===== config.mk =====
export PLATFORM = sky130hd
export DESIGN_NAME = ysyx_23060201_wbu
export DESIGN_NICKNAME = d
export VERILOG_FILES = /design/src/rtl/ysyx_23060201_wbu.sv
export SDC_FILE = /design/constraint.sdc
export NUM_CORES = 1
export LEC_CHECK = 0
export CAP_MARGIN = 40
export CORE_MARGIN = 2
export CORE_UTILIZATION = 57
export CTS_CLUSTER_DIAMETER = 150
export DETAILED_ROUTE_END_ITERATION = 10
export GPL_ROUTABILITY_DRIVEN = 1
export PLACE_DENSITY_LB_ADDON = 0.25
export SKIP_CTS_REPAIR_TIMING = 1
export SLEW_MARGIN = 15
export SYNTH_ARGS = -nofsm -noshare
export SYNTH_HDL_FRONTEND = slang
export SYNTH_SLANG_ARGS = --single-unit

===== constraint.sdc =====
create_clock -name clk -period 4.45 [get_ports clk]
set_input_delay 0.6675 -clock clk [delete_from_list [all_inputs] [get_ports clk]]
set_output_delay 0.6675 -clock clk [all_outputs]
set_load 0.02 [all_outputs]

===== src/rtl/ysyx_23060201_wbu.sv =====
// ysyx_23060201_wbu: write-back unit with a 2-entry result FIFO, a registered GPR write port and a per-register pending scoreboard
// clk, rst_n             : clock, synchronous active-low reset
// in_*                   : EXU/LSU result handshake {rd, rd_wen, wdata}; in_ready = FIFO not full
// wb_hold                : freezes draining of the FIFO
// iss_*                  : decode issue handshake; iss_ready drops when pnd[iss_rd] would overflow
// chk_rs1/chk_rs2        : sources checked against the scoreboard, chk_busy[1:0] = pending flags
// gpr_wen/waddr/wdata    : registered register-file write port
// commit_cnt             : number of retired results
module ysyx_23060201_wbu #(
    parameter int GPR_ADDR_WIDTH = 5,
    parameter int DATA_WIDTH     = 32
) (
    input  logic                      clk,
    input  logic                      rst_n,
    input  logic                      in_valid,
    output logic                      in_ready,
    input  logic [GPR_ADDR_WIDTH-1:0] in_rd,
    input  logic                      in_rd_wen,
    input  logic [DATA_WIDTH-1:0]     in_wdata,
    input  logic                      wb_hold,
    input  logic                      iss_valid,
    output logic                      iss_ready,
    input  logic [GPR_ADDR_WIDTH-1:0] iss_rd,
    input  logic                      iss_rd_wen,
    input  logic [GPR_ADDR_WIDTH-1:0] chk_rs1,
    input  logic [GPR_ADDR_WIDTH-1:0] chk_rs2,
    output logic [1:0]                chk_busy,
    output logic                      gpr_wen,
    output logic [GPR_ADDR_WIDTH-1:0] gpr_waddr,
    output logic [DATA_WIDTH-1:0]     gpr_wdata,
    output logic [31:0]               commit_cnt
);
    localparam int NREG = 1 << GPR_ADDR_WIDTH;
    logic [GPR_ADDR_WIDTH-1:0] rd_q [2];
    logic                      wen_q [2];
    logic [DATA_WIDTH-1:0]     data_q [2];
    logic                      wp, rp;
    logic [1:0]                cnt;
    logic [1:0]                pnd [NREG];
    logic [NREG-1:0]           inc, dec;
    logic                      push, pop, underflow;
    logic [GPR_ADDR_WIDTH-1:0] head_rd;
    logic                      head_wen;
    assign head_rd   = rd_q[rp];
    assign head_wen  = wen_q[rp];
    assign in_ready  = cnt != 2'd2;
    assign push      = in_valid && in_ready;
    assign pop       = cnt != 2'd0 && !wb_hold;
    assign iss_ready = !(iss_rd_wen && iss_rd != '0 && pnd[iss_rd] == 2'd3);
    // one-hot increment/decrement requests; bit 0 masked so x0 is never tracked
    assign inc = (iss_valid && iss_ready && iss_rd_wen) ? (NREG'(1) << iss_rd) & ~NREG'(1) : '0;
    assign dec = (pop && head_wen) ? (NREG'(1) << head_rd) & ~NREG'(1) : '0;
    assign underflow = pop && head_wen && head_rd != '0 && pnd[head_rd] == 2'd0;
    assign chk_busy  = {chk_rs2 != '0 && pnd[chk_rs2] != 2'd0, chk_rs1 != '0 && pnd[chk_rs1] != 2'd0};
    always_ff @(posedge clk) begin
        if (push) begin
            rd_q[wp]   <= in_rd;
            wen_q[wp]  <= in_rd_wen;
            data_q[wp] <= in_wdata;
        end
    end
    always_ff @(posedge clk) begin
        if (!rst_n) begin
            wp         <= 1'b0;
            rp         <= 1'b0;
            cnt        <= 2'd0;
            gpr_wen    <= 1'b0;
            gpr_waddr  <= '0;
            gpr_wdata  <= '0;
            commit_cnt <= 32'd0;
        end else begin
            wp         <= wp ^ push;
            rp         <= rp ^ pop;
            cnt        <= cnt + 2'(push) - 2'(pop);
            gpr_wen    <= pop && head_wen && head_rd != '0;
            commit_cnt <= commit_cnt + 32'(pop);
            if (pop) begin
                gpr_waddr <= head_rd;
                gpr_wdata <= data_q[rp];
            end
        end
    end
    // simultaneous inc/dec cancels; a decrement of a zero counter saturates at 0
    always_ff @(posedge clk) begin
        for (int i = 0; i < NREG; i++) begin
            if (!rst_n)
                pnd[i] <= 2'd0;
            else if (inc[i] && !dec[i])
                pnd[i] <= pnd[i] + 2'd1;
            else if (dec[i] && !inc[i] && pnd[i] != 2'd0)
                pnd[i] <= pnd[i] - 2'd1;
        end
    end
    no_underflow: assert property (@(posedge clk) disable iff (!rst_n) !underflow);
endmodule


Yosys cells after proc, flatten, opt, wreduce, memory -nomap -nowiden --
Memories as Yosys holds them, arrays and structs flattened. A register that Yosys moved wholly into a read port is not among the register bits. Cells that the tools add are included. W data, S select, Z words.
Word-level totals: bits in registers 42, memory bits (writable) 140, bits of input ports 59, output and inout port bits 74, logic and storage cells 654, memories 4
Memories:
- data_q | depth 2, width 32, read ports 1, clocked after Yosys merged registers in 1, wr ports 1, RTL line 36 | logic [DATA_WIDTH-1:0] data_q [2];
- pnd | depth 32, width 2, read ports 35, clocked after Yosys merged registers in 0, wr ports 32, RTL line 39 | logic [1:0] pnd [NREG];
- rd_q | depth 2, width 5, read ports 1, clocked after Yosys merged registers in 1, wr ports 1, RTL line 34 | logic [GPR_ADDR_WIDTH-1:0] rd_q [2];
- wen_q | depth 2, width 1, read ports 1, clocked after Yosys merged registers in 1, wr ports 1, RTL line 35 | logic wen_q [2];
Operators by class: $add $sub $neg 67, equality and inequality tests 2, shift-type cells 2, mux-type cells 295, bitwise logic cells 66, reductions and logical operators 212
Operators with widths (number):
- $mux W1 | 229
- $mux W2 | 64
- $logic_and A1 B1 Y1 | 106
- $reduce_bool A2 Y1 | 35
- $logic_not A1 Y1 | 67
- $add A2 B1 Y2 const B | 32
- $mux W32 | 2
- $or A1 B1 Y1 | 64
- $shl A1 B5 Y32 const A | 2
- $sub A2 B1 Y2 const B | 32
- $add A32 B1 Y32 | 1
- $reduce_bool A5 Y1 | 4
- $add A2 B1 Y2 | 1
- $eq A2 B2 Y1 const B | 1
- $ne A2 B2 Y1 const B | 1
- $sub A2 B1 Y2 | 1
- $xor A1 B1 Y1 | 2

Longest topological paths before layout --
depth in word-level cells 15, depth in mapped cells 12, depth with buffers taken out 10

Least setup slack after synthesis --
No wires, ideal clock.
kind input to register, from in wb_hold, to reg commit_cnt[24], library setup time 0.070 ns, arrival 3.256 ns, data required time 4.380 ns, path slack 1.123 ns, stages on the path 11, path buffers 2, cells stage by stage o21ba_1 buf_1 clkbuf_1 ha_1 ha_1 nand3_1 nor3_1 and3_1 nand2b_1 or3_1 a21oi_1
On the way: longest elaborated chain between the ends 3
RTL lines:
- start, declared | RTL line 20 | input logic wb_hold,
- $logic_not A1 Y1 | RTL line 48 | assign pop = cnt != 2'd0 && !wb_hold;
- $logic_and A1 B1 Y1 | RTL line 48
- net pop | RTL line 41 | logic push, pop, underflow;
- $add A32 B1 Y32 | RTL line 76 | commit_cnt <= commit_cnt + 32'(pop);
- end signal, assigned | RTL line 76
- end, declared | RTL line 31 | output logic [31:0] commit_cnt
The timed path passes the listed nets, and every way through them passes these cells. A chain may end at the register's enable or synchronous reset.

Worst setup path after layout --
from in chk_rs2[2], to out chk_busy[1]
On the way: longest elaborated chain between the ends 3, elaborated cells between the ends (all ways) 4, those cells by class reduce/logical: 3; memory: 1
RTL lines:
- start, declared | RTL line 26 | input logic [GPR_ADDR_WIDTH-1:0] chk_rs2,
- $mem_v2 Z32 W2
- $reduce_bool A2 Y1 | RTL line 54 | assign chk_busy = {chk_rs2 != '0 && pnd[chk_rs2] != 2'd0, chk_rs1 != '0 && pnd[chk_rs1] != 2'd0};
- $logic_and A1 B1 Y1 * | RTL line 54
- end, declared | RTL line 27 | output logic [1:0] chk_busy,
Mark *: on every way between the ends. The rest lies on a longest branch, timed or not.

==> flow_metrics.py <==
metrics = {
    "run_status": {
        "status": "finished, final reports clean",
    },
    "route": {
        "post-route-drc-count": 0,
        "via_count": 8965,
        "ant_nets": 0,
        "post_drt_wl_per_cell_microns": 18.3,
        "dr.pass1.iters": 5,
        "drt-initial-drc-count": 799,
        "vias_per_cell": 6.00,
        "wirelength_mm": 27.4,
    },
    "logic_synthesis": {
        "synth_area_sq_um": 11100,
        "yosysSeqAreaShare": 0.508,
        "netlist_top_cells_area": "edfxtp_1 (37%), dfxtp_1 (14%), mux2i_1 (5.1%), ha_1 (4.1%), nor2_1 (3.9%)",
        "yosysUniqueCellTypes": 66,
        "synth-seq-cells": 213,
        "synth_largest_area_cell": "edfxtp_1",
        "synth_top_area_share": 0.373,
        "synth_async_sr_flop_share": 0,
        "yosys_warnings": 0,
        "synth_commonest_cells": "edfxtp_1 (138), nor2_1 (115), a21oi_1 (83), nand2_1 (82)",
        "synth.most_common_cell": "edfxtp_1",
        "synth_nets": 1181,
        "ys.flop_type": "edfxtp_1",
        "syn_area_per_cell_sq_um": 10.2,
        "synth_cells": 1086,
        "synth-edff-count": 138,
    },
    "worst_setup_path": {
        "path_class": "primary input to output port",
        "critPathTopFamily": "buffers and inverters",
        "critPathMaxFanout": 14,
        "cp.arrival_ps": 3320,
        "reg2reg_slack_ps": 1280,
        "critPathCaptureType": "output port",
        "cpPeakStageDelay_ps": 840,
        "critPathRequiredTime_ps": 3780,
        "critPathLaunchType": "primary input",
        "path_buf_inv": 2,
        "slowest_stage": "clkdlybuf4s50_1",
        "worstPathCellList": "clkdlybuf4s50_1, mux4_2, mux4_2, mux2i_1, clkdlybuf4s50_1",
    },
    "clock_network": {
        "cts_tree": "done",
        "clock_latency_ps": 530,
        "numCtsBuffers": 23,
        "clk_pin_slew_worst_paths_ps": 60,
        "cts-root-buf": "clkbuf_16",
        "clock-sinks": 213,
        "clock_path_buffers": 3,
        "htreeDepth": 1,
    },
    "global_route": {
        "grtUsageTotal": 0.267,
        "antenna_found_initial": 0,
        "grt_pass1_vias": 8561,
        "grt_max_degree": 76,
        "grt_pass1_wl_mm": 43.0,
        "grt-ovfl-total": 0,
    },
    "floorplan": {
        "coreArea_sq_um": 19300,
        "die_w_microns": 144,
        "design.die.area_sq_um": 20600,
        "die_h_microns": 144,
        "start_util": 0.577,
        "pin_count": 133,
        "row_count": 51,
    },
    "timing": {
        "hold_viol_final": 0,
        "fin_setup_tns_ps": 0,
        "rsz0062_at_grt": "no",
        "clock.fmax_mhz": 251,
        "finalCriticalPeriod_ps": 3990,
        "worst_slew_pin_slew_ps": 960,
        "fin_worst_skew_ps": 9.74,
        "period_share": 0.896,
        "setup_viol": 0,
        "report.final.slew_viol_count": 0,
        "slew_headroom": 0.360,
    },
    "cells_and_area": {
        "final_nets": 1306,
        "finish.utilization": 0.702,
        "diodes": 0,
        "fill_cells": 1486,
        "layout-drive-gt1-share": 0.0741,
        "syn2layout_area_growth_pct": 21.8,
    },
    "placed_design": {
        "place.port_buffers": 132,
        "dp_hpwl_mm": 19.0,
        "gp_congestion": 0.966,
    },
    "worst_hold_path": {
        "hold_path_class": "flip-flop to flip-flop",
    },
    "pwr": {
        "p_sw_mw": 1.72,
        "power_density_nw_per_um2": 426,
        "peakVddDrop_mv": 0.410,
        "p_clk_frac": 0.332,
        "p_comb_frac": 0.230,
        "power_frac_seq": 0.438,
        "switching_share": 0.298,
        "leakage_nw": 4.80,
        "intPower_mw": 4.04,
    },
    "run": {
        "maxCapViolations": 0,
    },
}
==> routing by layer <==
metal / up-vias / global-route usage / share of wire
met5: - / 0 / 0
met4: 0 / 0.123 / 0.044
met3: 86 / 0.0796 / 0.11
met2: 425 / 0.432 / 0.46
met1: 4204 / 0.330 / 0.39
li1: 4250 / - / -
==> worst reg2reg max path, delay by kind of cell (launching register included) <==
kind | cells | cell delay (ps)
flops | 1 | 550
compound gates | 2 | 1150
simple gates | 3 | 1100
==> kinds of logic (layout without fill, tap and decap cells) <==
kind of cell | count (synthesis) | after routing | synth area share
muxes | 72 | 72 | 0.0807
AOI/OAI and AO/OA | 223 | 223 | 0.133
xor gates and xnor gates | 29 | 29 | 0.0229
buffers and inverters | 132 | 274 | 0.0483
adders and majority gates | 36 | 36 | 0.0405
and+or+nand+nor | 381 | 381 | 0.166
DFF | 213 | 213 | 0.508
==> flip-flops by register name, indices dropped and copies added (netlist names), named ones only <==
| register | flops |
|---|---|
| wp | 1 |
| gpr_waddr | 5 |
| wen_q | 2 |
| rd_q | 10 |
| commit_cnt | 32 |
| rp | 1 |
| gpr_wdata | 32 |
| cnt | 2 |
| data_q | 64 |
| pnd | 62 |
| gpr_wen | 1 |
==> per-stage QoR <==
step | power (mW) | instances | instance area, sq um | worst slack [ps] | hold slack [ps]
finish | 5.76 | 1493 | 13500 | 461 | 496
global route | 6.01 | 1493 | 13500 | 306 | 517
CTS | 5.79 | 1493 | 13500 | 441 | 499
detailed placement | 3.87 | 1451 | 12800 | 448 | 490
global placement | 3.81 | 1448 | 12700 | 473 | 486
floorplan | 3.33 | 1086 | 11100 | 1120 | 529
==> area by class of cell <==
type	instances	area [sq um]	area share
well taps	265	332	0.0245
flip-flops and latches	213	5650	0.417
clock buffers	35	714	0.0528
clock inverters	7	56.3	0.00416
multi-input cells	741	4940	0.365
repair buffers	156	1560	0.115
inverters	76	287	0.0212
==> worst paths after layout <==
check	startpoint	end	depth (start not counted)
setup / recovery	chk_rs2[2]	chk_busy[1]	5
hold / removal	gpr_wdata[28]	gpr_wdata[28]	2
setup reg to reg	flip-flop	pnd[16][1]	5
hold reg to reg	gpr_wdata[28]	gpr_wdata[28]	2
==> placed cells by master (no fill, tap or decap), types with 4 or more instances in the layout <==
cell / netlist / routed
nor3_1: 32 / 32
a21oi_1: 83 / 83
or3_1: 6 / 6
a211oi_1: 52 / 52
inv_1: 75 / 74
a2111o_1: 16 / 16
nand4_1: 13 / 13
clkbuf_16: 0 / 26
xnor2_1: 15 / 15
and3_1: 11 / 11
clkdlybuf4s50_1: 0 / 132
clkinv_2: 0 / 6
mux4_2: 14 / 14
o211ai_1: 4 / 4
o21ai_0: 24 / 24
ha_1: 36 / 34
clkbuf_1: 35 / 6
nor4_1: 5 / 5
o31ai_1: 7 / 7
o21ai_1: 7 / 7
nand2_1: 82 / 82
nand3_1: 68 / 68
and2_1: 11 / 11
dfxtp_1: 75 / 74
buf_4: 4 / 20
mux2i_1: 57 / 57
edfxtp_1: 138 / 138
nor2_1: 115 / 115
xor2_1: 14 / 14
nor2b_1: 11 / 11
nand2b_1: 8 / 8
o22ai_1: 4 / 4
==> power by group through the flow <==
stage               Combinational [mW]  Sequential [mW]  Clock [mW]
floorplan                        0.714             2.61           0
global placement                  1.23             2.58           0
detailed placement                1.31             2.56           0
CTS                               1.32             2.52        1.94
global route                      1.44             2.55        2.02
finish                            1.32             2.52        1.91
Note: power is estimated with default switching activity, not from simulation.
